**config.mk**
```make
export PLATFORM = sky130hd
export DESIGN_NAME = credit_tx
export DESIGN_NICKNAME = d
export VERILOG_FILES = /design/src/rtl/len5_credit_pkg.sv /design/src/rtl/credit_tx_counter.sv /design/src/rtl/credit_tx.sv
export SDC_FILE = /design/constraint.sdc
export NUM_CORES = 1
export LEC_CHECK = 0
export BUFFER_PORTS_ARGS = -buffer_cell sky130_fd_sc_hd__buf_2
export CORE_AREA = 2 2 39 41
export DETAILED_ROUTE_END_ITERATION = 16
export DIE_AREA = 0 0 41 43
export PLACE_DENSITY = 0.51
export SETUP_SLACK_MARGIN = 0.02
export SYNTH_ARGS = -nofsm -noshare
export SYNTH_HDL_FRONTEND = slang
export SYNTH_SLANG_ARGS = --single-unit
export TNS_END_PERCENT = 1
```
**constraint.sdc**
```tcl
create_clock -name clk_i -period 2.75 [get_ports clk_i]
set_clock_uncertainty 0.1 [all_clocks]
set_input_delay 0.275 -clock clk_i [delete_from_list [all_inputs] [get_ports clk_i]]
set_output_delay 0.275 -clock clk_i [all_outputs]
set_load 0.01 [all_outputs]
```
**src/rtl/len5_credit_pkg.sv**
```systemverilog
// Shared constants and width helper for the credit-based link transmitter.
package len5_credit_pkg;

  localparam int CREDIT_DEFAULT = 4;

  // Counter must represent 0..credits inclusive.
  function automatic int cnt_width(input int credits);
    return $clog2(credits + 1);
  endfunction

endpackage

```
**src/rtl/credit_tx_counter.sv**
```systemverilog
// Saturating up/down credit counter; clr reloads MAX, ovf_o flags an increment at MAX.
module credit_counter
  import len5_credit_pkg::*;
#(
  parameter  int MAX = CREDIT_DEFAULT,
  localparam int W   = cnt_width(MAX)
) (
  input  logic         clk_i,
  input  logic         rst_n_i,
  input  logic         clr_i,
  input  logic         inc_i,
  input  logic         dec_i,
  output logic [W-1:0] count_o,
  output logic         nonzero_o,
  output logic         ovf_o
);

  localparam logic [W-1:0] MaxVal = W'(MAX);

  logic [W-1:0] count_d, count_q;

  always_comb begin
    count_d = count_q;
    if (clr_i) begin
      count_d = MaxVal;
    end else if (inc_i && !dec_i) begin
      if (count_q != MaxVal) count_d = count_q + 1'b1;
    end else if (dec_i && !inc_i) begin
      if (count_q != '0) count_d = count_q - 1'b1;
    end
  end

  always_ff @(posedge clk_i or negedge rst_n_i) begin
    if (!rst_n_i) count_q <= MaxVal;
    else          count_q <= count_d;
  end

  assign count_o   = count_q;
  assign nonzero_o = (count_q != '0);
  assign ovf_o     = !clr_i && inc_i && !dec_i && (count_q == MaxVal);

endmodule

```
**src/rtl/credit_tx.sv**
```systemverilog
// Credit-based link transmitter: upstream valid/ready in, registered one-cycle valid pulses out.
// Ready comes only from the local credit register, so no combinational path crosses the link.
module credit_tx
  import len5_credit_pkg::*;
#(
  parameter  type  DATA_T  = logic,
  parameter  int   CREDITS = CREDIT_DEFAULT,
  parameter  logic SKIP    = 1'b0,
  localparam int   CNT_W   = cnt_width(CREDITS)
) (
  input  logic             clk_i,
  input  logic             rst_n_i,
  input  logic             flush_i,
  input  logic             valid_i,
  output logic             ready_o,
  input  DATA_T            data_i,
  output logic             valid_o,
  output DATA_T            data_o,
  input  logic             credit_i,
  output logic [CNT_W-1:0] credits_o,
  output logic             credit_err_o
);

  if (SKIP) begin : g_skip
    assign valid_o      = valid_i;
    assign data_o       = data_i;
    assign ready_o      = 1'b1;
    assign credits_o    = CNT_W'(CREDITS);
    assign credit_err_o = 1'b0;
  end else begin : g_credit
    logic  accept;
    logic  nonzero, ovf;
    logic  valid_d, valid_q;
    DATA_T data_d, data_q;
    logic  err_d, err_q;

    // Flush beats both accept and credit return; credits during flush are dropped silently.
    assign accept = valid_i && nonzero && !flush_i;

    credit_counter #(
      .MAX (CREDITS)
    ) u_cnt (
      .clk_i     (clk_i),
      .rst_n_i   (rst_n_i),
      .clr_i     (flush_i),
      .inc_i     (credit_i),
      .dec_i     (accept),
      .count_o   (credits_o),
      .nonzero_o (nonzero),
      .ovf_o     (ovf)
    );

    always_comb begin
      valid_d = accept;
      data_d  = accept ? data_i : data_q;
      err_d   = err_q | ovf;
    end

    always_ff @(posedge clk_i or negedge rst_n_i) begin
      if (!rst_n_i) begin
        valid_q <= 1'b0;
        data_q  <= '0;
        err_q   <= 1'b0;
      end else begin
        valid_q <= valid_d;
        data_q  <= data_d;
        err_q   <= err_d;
      end
    end

    assign ready_o      = nonzero;
    assign valid_o      = valid_q;
    assign data_o       = data_q;
    assign credit_err_o = err_q;

    a_cnt_range : assert property (@(posedge clk_i) disable iff (!rst_n_i)
      credits_o <= CNT_W'(CREDITS));
    a_no_accept_empty : assert property (@(posedge clk_i) disable iff (!rst_n_i)
      !(accept && credits_o == '0));
    a_known : assert property (@(posedge clk_i) disable iff (!rst_n_i)
      !$isunknown(credit_i) && !$isunknown(valid_o));
    a_overflow : assert property (@(posedge clk_i) disable iff (!rst_n_i) !ovf)
      else $warning("credit_tx: credit returned while counter already full");
  end

endmodule

```
After elaboration in Yosys (flattened, before gate mapping). Cells that the tools add are included. W data, S select, Z words.

Muxes and demuxes: 5. Add/subtract/negate cells: 2. Reduce and logical (&&, ||, !) cells: 14. Equal/unequal tests: 3. Bitwise logic cells: 1.

Operators with widths (number): $mux W3 (5); $reduce_bool A3 Y1 (3); $logic_and A1 B1 Y1 (7); $ne A3 B3 Y1 const B (2); $add A3 B1 Y3 const B (1); $eq A3 B3 Y1 const B (1); $logic_not A1 Y1 (3); $reduce_and A3 Y1 (1); $sub A3 B1 Y3 const B (1); $or A1 B1 Y1 (1).

Flip-flop bits (word level): 6. Input bits: 6.

Longest topological paths before layout.
Depth in word-level cells: 7. Depth in mapped cells: 7. Depth with buffers taken out: 7.

Hierarchy. Synthesis repeated with hierarchy kept, for this count alone.

Cells, all modules: 41. Area total of the unflattened synthesis: 449.2 um^2.

By module, submodules not included: credit_counter (cells each 34, times used 1, area an instance 329.1 um^2); credit_tx (cells each 7, times used 1, area an instance 120.1 um^2).

Worst setup path before layout. Ideal clock, no wire load.

Path type: register to register. From: register g_credit.u_cnt.count_q[0], in the netlist g_credit.u_cnt.count_o[0]. To: register g_credit.u_cnt.count_q[1], in the netlist g_credit.u_cnt.count_o[1]. Slack: 0.581 ns. Stages on the path, launching flop included: 7. Setup time: 0.099 ns. Arrival: 1.970 ns. Clock period less this slack: 2.169 ns. Cell sequence: dfrtp_1 or3_4 and3b_4 and2b_2 fa_1 a21boi_0 a311oi_1.

Longest elaborated chain between the ends: 7.

RTL lines: from (decl) (line credit_tx_counter.sv:20) `logic [W-1:0] count_d, count_q;`; from (signal assigned) (line credit_tx_counter.sv:34) `if (!rst_n_i) count_q <= MaxVal;`; from (signal assigned) (line credit_tx_counter.sv:35) `else count_q <= count_d;`; $reduce_bool A3 Y1 (*) (line credit_tx_counter.sv:39) `assign nonzero_o = (count_q != '0);`; via ready_o (line credit_tx.sv:15) `output logic ready_o,`; $logic_and A1 B1 Y1 (*) (2 in a row) (line credit_tx.sv:38) `assign accept = valid_i && nonzero && !flush_i;`; via g_credit.accept (line credit_tx.sv:31) `logic accept;`; $logic_not A1 Y1 (line credit_tx_counter.sv:26) `end else if (inc_i && !dec_i) begin`; $logic_and A1 B1 Y1 (line credit_tx_counter.sv:26); $ne A3 B3 Y1 (no line) (tied with other cells); $reduce_and A3 Y1 (no line) / $mux W3 (equally long branches).

Mark *: on every way through the listed nets, which the timed path passes. The rest lies on a longest branch. The select of a mux whose other input is x is not followed. A chain may end at the register's enable or synchronous reset.

Worst setup path in the final report.
From: register g_credit.u_cnt.count_q[0], in the netlist g_credit.u_cnt.count_o[0]. To: register g_credit.u_cnt.count_q[2], in the netlist g_credit.u_cnt.count_o[2].

Longest elaborated chain between the ends: 7.

RTL lines (line): $reduce_bool A3 Y1 (*) (credit_tx_counter.sv:39); $logic_and A1 B1 Y1 (*) (2 in a row) (credit_tx.sv:38); via g_credit.accept (credit_tx.sv:31); $logic_not A1 Y1 (credit_tx_counter.sv:26); $logic_and A1 B1 Y1 (credit_tx_counter.sv:26); $ne A3 B3 Y1 (no line) (tied with other cells); $reduce_and A3 Y1 (no line) / $mux W3 (equally long branches).

Marked as above.

==> out/qor.csv <==
stage,metric,value,unit
outcome,outcome,completed,
finish,Non-Filler Instances,68,
die,Die ar.,1760,um2
critical_path,Critical Path RT,2.81,ns
placed_design,Place WS,0.536,ns
routing,number of remaining DRC errors,0,
sta,Slew @ Worst Pin,0.269,ns
placed_design,detailed placement HPWL,563,um
logic_synthesis,Gate Count Post-Synth,36,
grt,largest net degree at the start of global routing,10,
clock_network,TritonCTS clock tree,yes,
sta,Final setup viols,0,
routing,initial DRC count,9,
logic_synthesis,count of different cell masters after synthesis,24,
grt,initial antenna violation count,0,
die,Core Rows,14,
logic_synthesis,Yosys warning count,0,
finish,Util after Layout,0.354,
routing,drt first pass iters,3,
sta,Final Slew Violations,0,
hold_path,Hold Startpoint,data_i,
clock_network,Worst-Skew Late Latency,0.24,ns
sta,Final WS setup,0.546,ns
finish,ANT cells,0,
placed_design,GPL Wtd Cong,0.657,
die,num ports,13,
clock_network,CTS Buf Count,3,
clock_network,Num Clock Sinks,6,
sta,headroom to the max-slew limit,0.820,
critical_path,"Cell Chain, Critical Path",or3_4 > and3b_4 > and2b_2 > fa_1 > nand2_1 > o32a_1 > o211ai_1,
routing,routed vias,317,
sta,Final TNS setup,0,ns
finish,"commonest non-fill, non-tap cell in the layout",buf_2,
placed_design,placed cells,63,
logic_synthesis,syn nets,43,
critical_path,WS Path Type,flip-flop to flip-flop,
grt,aggregate global routing overflow,0,
sta,Max Clk Rate,454,MHz
critical_path,Critical Path Source,g_credit.u_cnt.count_o[0],
flow_run,maxcap violations,0,
logic_synthesis,"Seq/Total Area, Yosys",0.402,
clock_network,clock root cell,clkbuf_4,
hold_path,Tightest Hold Check Type,input port to flip-flop,
logic_synthesis,Syn Area/Cell,10.5,um2
clock_network,post-CTS setup buffers,0,
finish,"commonest cells after routing, fill and taps aside","buf_2, dfrtp_1, inv_1, nand2_1, clkbuf_4",
sta,crit path time final,2.20,ns
critical_path,"Max FO, Critical Path",6,
grt,number of global-route vias before repair,284,
critical_path,Crit. End Element,flip-flop,
routing,DRT antenna net count,0,
die,die width,41,um
routing,WL final,748,um
die,Initial Util,0.272,
finish,layout cells sized above 1,0.385,
critical_path,Setup crit start kind,flip-flop,
routing,WL/cell,11.0,um
die,die span in y,43,um
critical_path,critical path's slowest cell,dfrtp_1,
critical_path,"slowest stage delay, CP",0.44,ns
finish,# nets final,60,
logic_synthesis,post-synthesis register bit count,6,
sta,Hold Fails Final Rpt,0,
finish,Layout area overhead,29.9,%
clock_network,CTS max path bufs,2,
die,core area,1380,um2
grt,first-pass GRT wire length,1.20,mm
sta,Final period util,0.802,
pwr,Worst VDD drop,0.205,mV
logic_synthesis,mapped cell area,377,um2
clock_network,Worst-path clk slew,0.05,ns
routing,average vias per placed instance,4.66,
pwr,Pwr Density,602,nW/um2
sta,RSZ-0062 raised after global routing,no,
critical_path,FF-to-FF Start,g_credit.u_cnt.count_o[0],
clock_network,# H-tree levels,1,
critical_path,CP Data Arrival Time,2.26,ns
pwr,Lkg Pwr,0.212,nW
grt,total track usage,0.100,
placed_design,IO buf count,12,
==> registers in the layout, indices dropped and copies added (netlist names) <==
| signal | count |
|---|---|
| g_credit.u_cnt.count_o | 3 |
| data_o | 1 |
| credit_err_o | 1 |
| valid_o | 1 |
==> repair_timing <==
item                      CTS  global route
hold endpoints to repair    6             0
resized for setup           0             0
hold buffers                1             0
==> through the flow <==
step                instance area [um2]  total power [mW]  hold WS (ns)
floorplan                           377             0.177        -0.121
global placement                    453             0.208       0.00287
detailed placement                  453             0.208       0.00207
CTS                                 489             0.297         0.157
global route                        489             0.315         0.152
finish                              489             0.295         0.159
==> cells by family (layout without fill, tap and decap cells) <==
group / count (synthesis) / count (layout) / synth area share
buffers and inverters: 4 / 20 / 0.0399
flip-flops: 6 / 6 / 0.402
AND/OR/NAND/NOR: 11 / 11 / 0.189
AO/OA/AOI/OAI: 10 / 10 / 0.199
XOR/XNOR: 1 / 1 / 0.0233
adder cells (fa/ha/maj): 1 / 1 / 0.0532
multiplexers: 3 / 3 / 0.0930
==> final timing paths <==
kind / endpoint / slack (ns) / cells past startpoint
setup / recovery: g_credit.u_cnt.count_o[2] / 0.55 / 7
hold / removal: data_o / 0.16 / 2
setup reg to reg: g_credit.u_cnt.count_o[2] / 0.55 / 7
hold reg to reg: credit_err_o / 0.35 / 1
max in group asynchronous: g_credit.u_cnt.count_o[2] / 2.04 / 2
min in group asynchronous: data_o / 0.28 / 2
==> cells in the mapped netlist <==
cell      instances  share of area
or3_4             1          0.030
nor2_1            2          0.020
nand2b_1          1          0.017
and3b_4           1          0.033
nor3b_1           1          0.020
and2b_2           1          0.023
a311oi_1          2          0.047
o211ai_1          1          0.020
inv_1             3          0.030
clkbuf_1          1          0.010
fa_1              1          0.053
o32a_1            1          0.027
dfstp_2           1          0.070
a21o_1            1          0.020
o21ai_0           2          0.027
dfrtp_1           5           0.33
nand2_1           3          0.030
a31oi_1           1          0.017
nor2b_1           1          0.017
mux2_4            1          0.040
mux2i_1           2          0.053
a21boi_0          1          0.020
xnor2_1           1          0.023
o221ai_1          1          0.023
==> layout make-up <==
type	count	area [um2]
multi-input cells	26	210
flip-flops and latches	6	151
repair buffers	13	70.1
fillers	153	895
inverters	3	11.3
clock buffers	4	26.3
well taps	16	20.0
==> routing by layer <==
metal | global-route usage | vias to the layer above | part of all wire
met5 | 0 | - | 0
met4 | 0.0400 | 0 | 0
met3 | 0.0314 | 0 | 0.048
met2 | 0.138 | 9 | 0.46
met1 | 0.142 | 144 | 0.49
li1 | - | 164 | -
==> critical path: cells and delay by family, from the launching register on <==
kind / cells / cell delay [ns]
adders and majority gates: 1 / 0.22
DFF: 1 / 0.44
AOI/OAI and AO/OA: 2 / 0.44
and+or+nand+nor: 4 / 0.92
==> power by group <==
group | switching [mW] | total [mW] | internal, mW
clock network | 0.0330 | 0.0880 | 0.0550
logic | 0.0441 | 0.0892 | 0.0451
registers | 0.0153 | 0.117 | 0.102
total | 0.0925 | 0.295 | 0.202
Note: power is estimated with default switching activity, not from simulation.
